--- src/rtl/sram_bist.sv ---
// sram_bist: start/done SRAM built-in self-test engine.
// Writes and then reads back a selectable data pattern over a runtime address
// window, handshaking with the SRAM controller (req/ready for requests,
// one-cycle valid strobe for read data). Reports the error count and the
// details of the first mismatch, and can optionally stop at the first error.
module sram_bist #(
    parameter int ADDR_BITS    = 20,
    parameter int DATA_BITS    = 16,
    parameter int ERR_CNT_BITS = 16
) (
    input  logic                    clk,
    input  logic                    reset_n,
    input  logic                    start,
    input  logic [1:0]              mode,
    input  logic [ADDR_BITS-1:0]    addr_lo,
    input  logic [ADDR_BITS-1:0]    addr_hi,
    input  logic                    stop_on_error,
    output logic                    busy,
    output logic                    done,
    output logic                    pass,
    output logic [ERR_CNT_BITS-1:0] err_count,
    output logic [ADDR_BITS-1:0]    first_err_addr,
    output logic [DATA_BITS-1:0]    first_err_expected,
    output logic [DATA_BITS-1:0]    first_err_actual,
    output logic [4:0]              phase,
    output logic                    mem_req,
    input  logic                    mem_ready,
    output logic                    mem_write_enable,
    output logic [ADDR_BITS-1:0]    mem_addr,
    output logic [DATA_BITS-1:0]    mem_write_data,
    input  logic [DATA_BITS-1:0]    mem_read_data,
    input  logic                    mem_read_data_valid
);

    typedef enum logic [2:0] {
        S_IDLE,
        S_WRITE,
        S_READ_REQ,
        S_READ_WAIT,
        S_DONE
    } state_t;

    typedef enum logic [1:0] {
        P_ADDR,
        P_CHK,
        P_WALK
    } pat_kind_t;

    // Alternating pattern with the MSB set: 1010...
    function automatic logic [DATA_BITS-1:0] chk_pattern();
        logic [DATA_BITS-1:0] v;
        for (int i = 0; i < DATA_BITS; i++) begin
            v[i] = ((DATA_BITS - 1 - i) % 2) == 0;
        end
        return v;
    endfunction

    localparam logic [DATA_BITS-1:0] CHK_HI    = chk_pattern();
    localparam logic [DATA_BITS-1:0] ONE_HOT0  = {{(DATA_BITS-1){1'b0}}, 1'b1};
    localparam logic [4:0]           LAST_WALK = 5'(DATA_BITS - 1);
    localparam logic [4:0]           LAST_ALL  = 5'(DATA_BITS + 2);

    state_t                  r_state;
    state_t                  w_next;
    logic [ADDR_BITS-1:0]    r_lo;
    logic [ADDR_BITS-1:0]    r_hi;
    logic [ADDR_BITS-1:0]    r_addr;
    logic                    r_stop;
    logic [1:0]              r_mode;
    logic                    r_bad_window;
    logic [4:0]              r_phase;
    logic [DATA_BITS-1:0]    r_expected;
    logic [ERR_CNT_BITS-1:0] r_err_count;
    logic [ADDR_BITS-1:0]    r_first_addr;
    logic [DATA_BITS-1:0]    r_first_exp;
    logic [DATA_BITS-1:0]    r_first_act;

    logic                    w_mem_req;
    logic                    w_mem_we;
    logic                    w_hs;
    logic                    w_start_accept;
    logic                    w_at_hi;
    logic                    w_last_phase;
    logic                    w_mismatch;
    pat_kind_t               w_kind;
    logic                    w_chk_inv;
    logic [4:0]              w_walk_bit;
    logic [4:0]              w_last_idx;
    logic [DATA_BITS-1:0]    w_chk;
    logic [DATA_BITS-1:0]    w_pattern;

    assign w_start_accept = start && (r_state == S_IDLE || r_state == S_DONE);
    assign w_hs           = w_mem_req && mem_ready;
    assign w_at_hi        = (r_addr == r_hi);
    assign w_last_phase   = (r_phase == w_last_idx);
    assign w_mismatch     = (r_state == S_READ_WAIT) && mem_read_data_valid &&
                            (mem_read_data != r_expected);

    // Decode the global phase index into a pattern kind for the latched mode.
    always_comb begin
        // NOTE: every combinational output gets a default first so no path leaves it unassigned (no latch).
        w_kind     = P_ADDR;
        w_chk_inv  = 1'b0;
        w_walk_bit = '0;
        w_last_idx = '0;
        case (r_mode)
            2'd0: begin
                w_kind     = P_ADDR;
                w_last_idx = 5'd0;
            end
            2'd1: begin
                w_kind     = P_CHK;
                w_chk_inv  = r_phase[0];
                w_last_idx = 5'd1;
            end
            2'd2: begin
                w_kind     = P_WALK;
                w_walk_bit = r_phase;
                w_last_idx = LAST_WALK;
            end
            default: begin
                w_last_idx = LAST_ALL;
                if (r_phase == 5'd0) begin
                    w_kind = P_ADDR;
                end else if (r_phase <= 5'd2) begin
                    w_kind    = P_CHK;
                    w_chk_inv = (r_phase == 5'd2);
                end else begin
                    w_kind     = P_WALK;
                    w_walk_bit = r_phase - 5'd3;
                end
            end
        endcase
    end

    // Data pattern for the current address and phase.
    always_comb begin
        w_chk     = r_addr[0] ? CHK_HI : ~CHK_HI;
        w_pattern = '0;
        case (w_kind)
            P_ADDR:  w_pattern = DATA_BITS'(r_addr);
            P_CHK:   w_pattern = w_chk_inv ? ~w_chk : w_chk;
            P_WALK:  w_pattern = ONE_HOT0 << w_walk_bit;
            default: w_pattern = '0;
        endcase
    end

    // FSM state register.
    always_ff @(posedge clk or negedge reset_n) begin
        if (!reset_n) begin
            r_state <= S_IDLE;
        end else begin
            // NOTE: sequential state uses non-blocking assignment so all flops update together.
            r_state <= w_next;
        end
    end

    // FSM next state and memory request outputs.
    always_comb begin
        w_next    = r_state;
        w_mem_req = 1'b0;
        w_mem_we  = 1'b0;
        case (r_state)
            S_IDLE: begin
                if (start) w_next = S_WRITE;
            end
            S_WRITE: begin
                if (r_bad_window) begin
                    w_next = S_DONE;
                end else begin
                    w_mem_req = 1'b1;
                    w_mem_we  = 1'b1;
                    if (mem_ready && w_at_hi) w_next = S_READ_REQ;
                end
            end
            S_READ_REQ: begin
                w_mem_req = 1'b1;
                if (mem_ready) w_next = S_READ_WAIT;
            end
            S_READ_WAIT: begin
                if (mem_read_data_valid) begin
                    if (w_mismatch && r_stop) w_next = S_DONE;
                    else if (!w_at_hi)        w_next = S_READ_REQ;
                    else if (w_last_phase)    w_next = S_DONE;
                    else                      w_next = S_WRITE;
                end
            end
            S_DONE: begin
                if (start) w_next = S_WRITE;
            end
            default: w_next = S_IDLE;
        endcase
    end

    // Datapath: test configuration, address/phase walk, expected data, error capture.
    always_ff @(posedge clk or negedge reset_n) begin
        if (!reset_n) begin
            r_lo         <= '0;
            r_hi         <= '0;
            r_addr       <= '0;
            r_stop       <= 1'b0;
            r_mode       <= 2'd0;
            r_bad_window <= 1'b0;
            r_phase      <= '0;
            r_expected   <= '0;
            r_err_count  <= '0;
            r_first_addr <= '0;
            r_first_exp  <= '0;
            r_first_act  <= '0;
        end else if (w_start_accept) begin
            r_lo         <= addr_lo;
            r_hi         <= addr_hi;
            r_addr       <= addr_lo;
            r_stop       <= stop_on_error;
            r_mode       <= mode;
            r_bad_window <= (addr_lo > addr_hi);
            r_phase      <= '0;
            r_err_count  <= '0;
            r_first_addr <= '0;
            r_first_exp  <= '0;
            r_first_act  <= '0;
        end else begin
            case (r_state)
                S_WRITE: begin
                    if (w_hs) r_addr <= w_at_hi ? r_lo : r_addr + 1'b1;
                end
                S_READ_REQ: begin
                    if (w_hs) r_expected <= w_pattern;
                end
                S_READ_WAIT: begin
                    if (mem_read_data_valid) begin
                        if (w_mismatch) begin
                            if (r_err_count != {ERR_CNT_BITS{1'b1}}) begin
                                r_err_count <= r_err_count + 1'b1;
                            end
                            if (r_err_count == '0) begin
                                r_first_addr <= r_addr;
                                r_first_exp  <= r_expected;
                                r_first_act  <= mem_read_data;
                            end
                        end
                        if (!(w_mismatch && r_stop)) begin
                            if (w_at_hi) begin
                                r_addr <= r_lo;
                                if (!w_last_phase) r_phase <= r_phase + 5'd1;
                            end else begin
                                r_addr <= r_addr + 1'b1;
                            end
                        end
                    end
                end
                default: ;
            endcase
        end
    end

    assign busy               = (r_state == S_WRITE) || (r_state == S_READ_REQ) ||
                                (r_state == S_READ_WAIT);
    assign done               = (r_state == S_DONE);
    assign pass               = done && !r_bad_window && (r_err_count == '0);
    assign err_count          = r_err_count;
    assign first_err_addr     = r_first_addr;
    assign first_err_expected = r_first_exp;
    assign first_err_actual   = r_first_act;
    assign phase              = r_phase;
    assign mem_req            = w_mem_req;
    assign mem_write_enable   = w_mem_we;
    assign mem_addr           = r_addr;
    assign mem_write_data     = w_mem_we ? w_pattern : '0;

endmodule

--- config.mk ---
export PLATFORM = sky130hd
export DESIGN_NAME = sram_bist
export DESIGN_NICKNAME = d
export VERILOG_FILES = /design/src/rtl/sram_bist.sv
export SDC_FILE = /design/constraint.sdc
export NUM_CORES = 1
export LEC_CHECK = 0
export CORE_ASPECT_RATIO = 2
export CORE_MARGIN = 2
export CORE_UTILIZATION = 45
export CTS_CLUSTER_DIAMETER = 200
export DETAILED_ROUTE_END_ITERATION = 8
export MAX_ROUTING_LAYER = met4
export PLACE_DENSITY_LB_ADDON = 0.05
export SYNTH_ARGS = -nofsm -noshare
export SYNTH_HDL_FRONTEND = slang
export SYNTH_SLANG_ARGS = --single-unit
--- constraint.sdc ---
create_clock -name clk -period 3.3 [get_ports clk]
set_input_delay 0.825 -clock clk [delete_from_list [all_inputs] [get_ports clk]]
set_output_delay 0.825 -clock clk [all_outputs]
set_load 0.05 [all_outputs]
==> impl_metrics.json, run 1 <==
{
  "die-area_sq_um": 20500,
  "numCtsBuffers": 17,
  "crit_fanout": 4,
  "antennaDiodeCount": 0,
  "die_w_microns": 102,
  "path_cells": "inv_4 -> ha_4 -> or3b_4 -> a21oi_1 -> a31oi_2 -> nor3b_4 -> buf_6 -> a221oi_2 -> nor2_4 -> buf_12",
  "yosysMostFrequentCell": "nand2_1",
  "max_stage_delay_ps": 430,
  "routabilityCongestion": 0.924,
  "cp_data_arrival_time_ps": 2780,
  "cts_hold_buf": 0,
  "avgSynthCellArea_sq_um": 8.49,
  "path_class": "register to output pin",
  "antenna_found_initial": 0,
  "dr.pass1.iters": 5,
  "drv_cap": 0,
  "grt_pass1_vias": 8180,
  "power_frac_comb_pct": 54.7,
  "crit_required_ps": 2470,
  "p_clk_share_pct": 16.4,
  "cts_max_path_buffers": 2,
  "multi_input_area_sq_um": 4800,
  "track_usage_pct": 28.5,
  "clk_latency_ps": 430,
  "setup_viol": 16,
  "synthCells": 1022,
  "hold_viol_final": 0,
  "vias": 8126,
  "io_pins": 178,
  "n_fill_cell": 1612,
  "outcome": "complete, but fails checks",
  "path_clk_slew_ps": 60,
  "crit_path_start_kind": "register",
  "grt_pass1_wl_microns": 43200,
  "cts_max_level": 4,
  "drt-total-wl_microns": 27600,
  "layout.nets": 1312,
  "grt_remaining_overflow": 0,
  "yosys.area.top_type": "dfrtp_1",
  "die_h_microns": 200,
  "synth_edf_count": 0,
  "holdCritPathClass": "input pin to asynchronous set/reset pin",
  "cts_tree": "built",
  "power.density_nw_per_um2": 973,
  "placed_cells": 1439,
  "drt-initial-drc-count": 396,
  "synth-seq-area-share_pct": 45.0,
  "final_cell_area_sq_um": 12400,
  "reg2reg_depth": 9,
  "cpMaxStageDelayCell": "dfrtp_2",
  "yosys_warnings": 0,
  "swShare_pct": 46.9,
  "place_hpwl_microns": 20800,
  "core_sq_um": 18800,
  "via_per_inst": 5.47,
  "seq_area_sq_um": 3910,
  "critPathCaptureType": "output pin",
  "syn_area_sq_um": 8670,
  "synth_cell_types": 63,
  "worstMarginPinSlew_ps": 915,
  "start_util_pct": 46.0,
  "switchingPower_w": 0.00565,
  "syn_nets": 1116,
  "cpLargestDelayFamily": "compound AO/OA/AOI/OAI gates",
  "ys.flop_type": "dfrtp_1",
  "setup_ws_ps": -303,
  "final.min_clock_period_ps": 3600,
  "ir_drop_v": 0.000552,
  "synth-seq-cells": 156,
  "drive_gt1_share_pct": 16.2,
  "synth_top_cell_area_share_pct": 45.0,
  "areaGrowthSynthToFinish_pct": 42.7,
  "intPower_w": 0.00639,
  "power_frac_seq_pct": 28.9,
  "rsz0062_at_grt": "true",
  "fin_cells": 1486,
  "cp_num_buf_inv": 3,
  "ant_nets": 0,
  "wire_per_inst_microns": 18.5,
  "max_freq_mhz": 278,
  "fin_skew_ps": 9.63,
  "failed_checks": "negative setup slack",
  "clkSinkCount": 156,
  "cp_num_cells": 10,
  "slew_headroom_pct": 39.0,
  "rows": 71,
  "synthTopCellsByArea": "dfrtp_1 45%, nand2_1 9.8%, o21ai_0 5.3%",
  "leakage_nw": 5.24,
  "final-max-slew-violation-count": 0,
  "async_flop_share_pct": 100,
  "drc_errors": 0,
  "grt_max_degree": 59,
  "root_buffer": "clkbuf_16",
  "placed_cell_area_sq_um": 11400,
  "synth_commonest_cells": "226 x nand2_1, 156 x dfrtp_1, 91 x o21ai_0",
  "layout_worst_path_cycle_share_pct": 109,
  "portBuffers": 177
}
[what timing repair did]
item | CTS | global route
pin swaps | 11 | 8
cloned | 0 | 0
buffers inserted | 11 | 4
resized for setup | 37 | 12
setup endpoints to repair | 16 | 17
[routing by layer]
metal  GRT usage, %  vias up  share of wire (%)
met1           29.9     3847                 36
met2           50.9      292                 55
met5              -        -                  0
met3           3.38       77                4.1
li1               -     3910                  -
met4           14.1        0                4.9
[cells in the final DEF (no fill, tap or decap), types with 5 or more instances in the layout]
cell and instances:
inv_1 36, xor2_1 22, buf_12 23, nor2_4 18
a221oi_4 11, a31oi_1 22, nand2_1 225, o211ai_1 10
nor2_1 54, and3_1 15, a21oi_1 36, ha_1 26
buf_6 7, clkbuf_16 17, nor4_1 13, nor3_1 25
clkdlybuf4s50_1 157, dfrtp_1 154, a21o_1 9, buf_4 64
nor2b_1 5, o31ai_1 6, or3_1 9, nand4_1 15
a221oi_2 5, xnor2_1 38, clkinvlp_4 6, o21ai_0 91
nand3_1 23
[power groups by stage]
stage,combinational (W),sequential [W],clock (W)
global placement,0.00614,0.00347,0
detailed placement,0.00619,0.00349,0
global route,0.00704,0.00358,0.00208
CTS,0.00652,0.00347,0.00201
finish,0.00659,0.00348,0.00197
floorplan,0.00282,0.00454,0
[metrics by stage]
stage                     worst slack, ps  power (W)  hold slack [ps]  util (%)  TNS [ps]
final                                -303     0.0120              336      65.7     -3810
after floorplan                     -19.6    0.00737              432         -     -57.1
after global placement               15.4    0.00962              446      60.4         0
after CTS                            -307     0.0120              340      65.1     -4110
after detailed placement            -14.0    0.00968              456      60.4     -14.0
after global routing                 -412     0.0127              364      65.7     -5720
[final cells by class]
type                    count  area share, %
clock inverters            13           1.14
inverters                  40           1.32
repair buffers            252           21.0
well taps                 255           2.58
multi-input cells         751           38.8
flip-flops and latches    156           31.6
clock buffers              19           3.58
[worst reg2reg max path: cells and delay by family (launching register included)]
kind | cells | cell delay, ps
buf+inv | 1 | 260
flops | 1 | 580
xor+xnor | 1 | 130
compound gates | 2 | 260
fa+ha+maj | 1 | 330
simple gates | 4 | 880
[path summary, 6_finish.rpt]
check | start | end | slack, ps
worst max register to register | mem_addr[0] | mem_addr[16] | 750
min in group clk | r_lo[2] | r_lo[2] | 470
max in group asynchronous | reset_n | phase[1] | 2270
worst min-delay path | reset_n | first_err_expected[5] | 340
worst max-delay path | phase[1] | mem_write_data[13] | -300
worst min register to register | r_lo[2] | r_lo[2] | 470
[sequential cells by signal, summed over array words and instances, names as in the netlist]
signal and flops:
err_count 16, first_err_actual 16, first_err_addr 20, first_err_expected 16
mem_addr 20, phase 5, r_bad_window 1, r_expected 16
r_hi 20, r_lo 20, r_mode 2, r_state 3
r_stop 1
[cells by family (layout without fill, tap and decap cells)]
logic type                 Yosys count  count (layout)  share of synthesized area (%)
AOI/OAI and AO/OA                  229             229                           16.3
muxes                                4               4                          0.476
adders and majority gates           30              30                           4.33
buffers and inverters              115             324                           5.60
and+or+nand+nor                    427             427                           22.1
DFF                                156             156                           45.0
xor gates and xnor gates            61              61                           6.16
No activity file was read; power rests on OpenSTA's default activity.
==> inputs of run 2 (changes only) <==
--- a/config.mk
+++ b/config.mk
@@ -6,7 +6,7 @@
 export NUM_CORES = 1
 export LEC_CHECK = 0
 export CORE_ASPECT_RATIO = 2
-export CORE_MARGIN = 2
+export CORE_MARGIN = 8
 export CORE_UTILIZATION = 45
 export CTS_CLUSTER_DIAMETER = 200
 export DETAILED_ROUTE_END_ITERATION = 8
==> constraint.sdc (replaced) <==
create_clock -name clk -period 3.3 [get_ports clk]
set_input_delay 0.825 -clock clk [delete_from_list [all_inputs] [get_ports clk]]
set_output_delay 0.825 -clock clk [all_outputs]
set_load 0.02 [all_outputs]
==> run 2 against run 1 <==
Compared with the run above:
- the run still ends with negative setup slack left
- count of clock-buffer cells in the layout rose by 1
- fmax rose by 0.80%
- power is 9.2% lower
- clock skew is 2.3 ps higher
- register-to-register slack got worse by 110 ps
- clock power rose by 6%
- global-route usage fell by 4.2 points
- hold slack improved by 56 ps
- routed wire length about the same
- critical path depth unchanged
- sequential power is essentially flat
- largest cell class unchanged
- largest power group unchanged
==> impl_metrics.json, run 2 (synthesis gave the netlist of run 1 again) <==
{
  "outcome": "complete, but fails checks",
  "failed_checks": "negative setup slack",
  "place_hpwl_microns": 20700,
  "slew_headroom_pct": 34.3,
  "power_frac_seq_pct": 31.8,
  "cts_tree": "built",
  "crit_fanout": 4,
  "intPower_w": 0.00651,
  "vias": 8029,
  "crit-reg2reg-launch": "mem_addr[3]",
  "fin_total_pwr_w": 0.0109,
  "grt_pass1_wl_microns": 44400,
  "numCtsBuffers": 17,
  "crit_required_ps": 2470,
  "swShare_pct": 40.4,
  "fin_skew_ps": 11.9,
  "holdWs_ps": 392,
  "setup_viol": 16,
  "top_usage_layer": "met2",
  "grt_util_met3_pct": 3.93,
  "path_clk_slew_ps": 60,
  "drive_gt1_share_pct": 15.6,
  "drv_cap": 0,
  "cts_hold_buf": 0,
  "cts_max_path_buffers": 2,
  "holdCritPathClass": "input pin to asynchronous set/reset pin",
  "core_sq_um": 19100,
  "leakage_nw": 5.22,
  "clkSinkCount": 156,
  "drc_errors": 0,
  "placed_cell_area_sq_um": 11100,
  "crit_path_start_kind": "register",
  "rsz0062_at_grt": "true",
  "hold_viol_final": 0,
  "dr.pass1.iters": 5,
  "drt-initial-drc-count": 476,
  "max_freq_mhz": 280,
  "power.density_nw_per_um2": 904,
  "cp_data_arrival_time_ps": 2750,
  "grtUsageMet1_pct": 28.5,
  "rows": 72,
  "crit_start": "phase[1]",
  "io_pins": 178,
  "grt_remaining_overflow": 0,
  "routabilityCongestion": 0.887,
  "wire_per_inst_microns": 18.4,
  "layout_common_cells": "224 x nand2_1, 159 x clkdlybuf4s50_1, 155 x dfrtp_1, 91 x o21ai_0, 75 x buf_4",
  "layout_worst_path_cycle_share_pct": 108,
  "use_met2_pct": 40.3,
  "die_w_microns": 114,
  "ir_drop_v": 0.000522,
  "p_clk_share_pct": 19.0,
  "areaGrowthSynthToFinish_pct": 39.3,
  "ant_nets": 0,
  "clk_latency_ps": 440,
  "start_util_pct": 45.4,
  "root_buffer": "clkbuf_16",
  "antennaDiodeCount": 0,
  "grt_pass1_vias": 8258,
  "layout.nets": 1319,
  "final.min_clock_period_ps": 3570,
  "final_cell_area_sq_um": 12100,
  "portBuffers": 177,
  "setup_ws_ps": -275,
  "path_class": "register to output pin",
  "die_h_microns": 212,
  "die-area_sq_um": 24200,
  "drt-total-wl_microns": 27500,
  "switchingPower_w": 0.00442,
  "power_frac_comb_pct": 49.2,
  "critPathCaptureType": "output pin",
  "antenna_found_initial": 0,
  "final-max-slew-violation-count": 0,
  "via_per_inst": 5.37,
  "worstMarginPinSlew_ps": 984,
  "track_usage_pct": 24.2,
  "mostFrequentLayoutCell": "nand2_1",
  "cts_max_level": 4,
  "grt_max_degree": 105
}
[run 2: cell types whose count changed in the layout (fill, tap and decap cells not counted), moves of 3 or more]
cell / delta
buf_12: -16
nor2_4: -16
nor2_2: +14
buf_4: +11
buf_6: +9
a221oi_2: +4
a221oi_4: -4
ha_2: +3
ha_4: -3
[run 2: metrics by stage]
| step | setup TNS [ps] | setup WS [ps] | cells | utilization, % |
|---|---|---|---|---|
| 3_3_place_gp | -3650 | -290 | 1452 | 58.1 |
| 5_1_grt | -5790 | -431 | 1496 | 63.3 |
| 2_1_floorplan | 0 | 47.9 | 1022 | - |
| 6_report | -3620 | -275 | 1496 | 63.3 |
| 4_1_cts | -3920 | -297 | 1490 | 62.7 |
| 3_5_place_dp | -4570 | -348 | 1452 | 58.1 |
[run 2: power by group through the flow]
stage	Clock, W	Sequential (W)	Combinational, W
2_1_floorplan	0	0.00364	0.00249
3_3_place_gp	0	0.00346	0.00486
3_5_place_dp	0	0.00349	0.00493
4_1_cts	0.00211	0.00347	0.00526
5_1_grt	0.00219	0.00357	0.00589
6_report	0.00208	0.00347	0.00538
[run 2: worst max-delay path, cell delays in order (launching register included)]
cell      delay, ps
dfrtp_1         420
ha_2            200
or3b_4          400
a21o_1          210
o211ai_2        240
nand2_4         110
nor3b_4         220
buf_6           150
a221oi_4         70
nor2_2          160
buf_6           140
[run 2: final cells by class]
cell class / count / area (sq um)
fillers: 1690 / 7020
multi-input cells: 751 / 4600
flip-flops and latches: 156 / 3910
repair buffers: 259 / 2490
clock buffers: 20 / 447
well taps: 259 / 324
clock inverters: 11 / 169
inverters: 40 / 150
[run 2: path summary, 6_finish.rpt]
kind | to | slack, ps | depth (start not counted)
max | mem_write_data[3] | -270 | 10
max in group asynchronous | mem_addr[16] | 2140 | 2
min reg2reg | r_lo[3] | 470 | 2
min | first_err_actual[13] | 390 | 1
min in group clk | r_lo[3] | 470 | 2
max reg2reg | phase[0] | 640 | 7
[run 2: routing by layer]
layer	routed length, microns	up-vias	part of all wire [%]
li1	-	3928	-
met1	11600	3834	42
met2	13900	229	50
met3	1260	38	4.6
met4	798	0	2.9
met5	0	-	0
[run 2: what timing repair did]
item	in CTS	in global routing
setup buffers	7	6
gates resized for setup	121	23
setup endpoints to repair	17	16
pin swaps	25	19
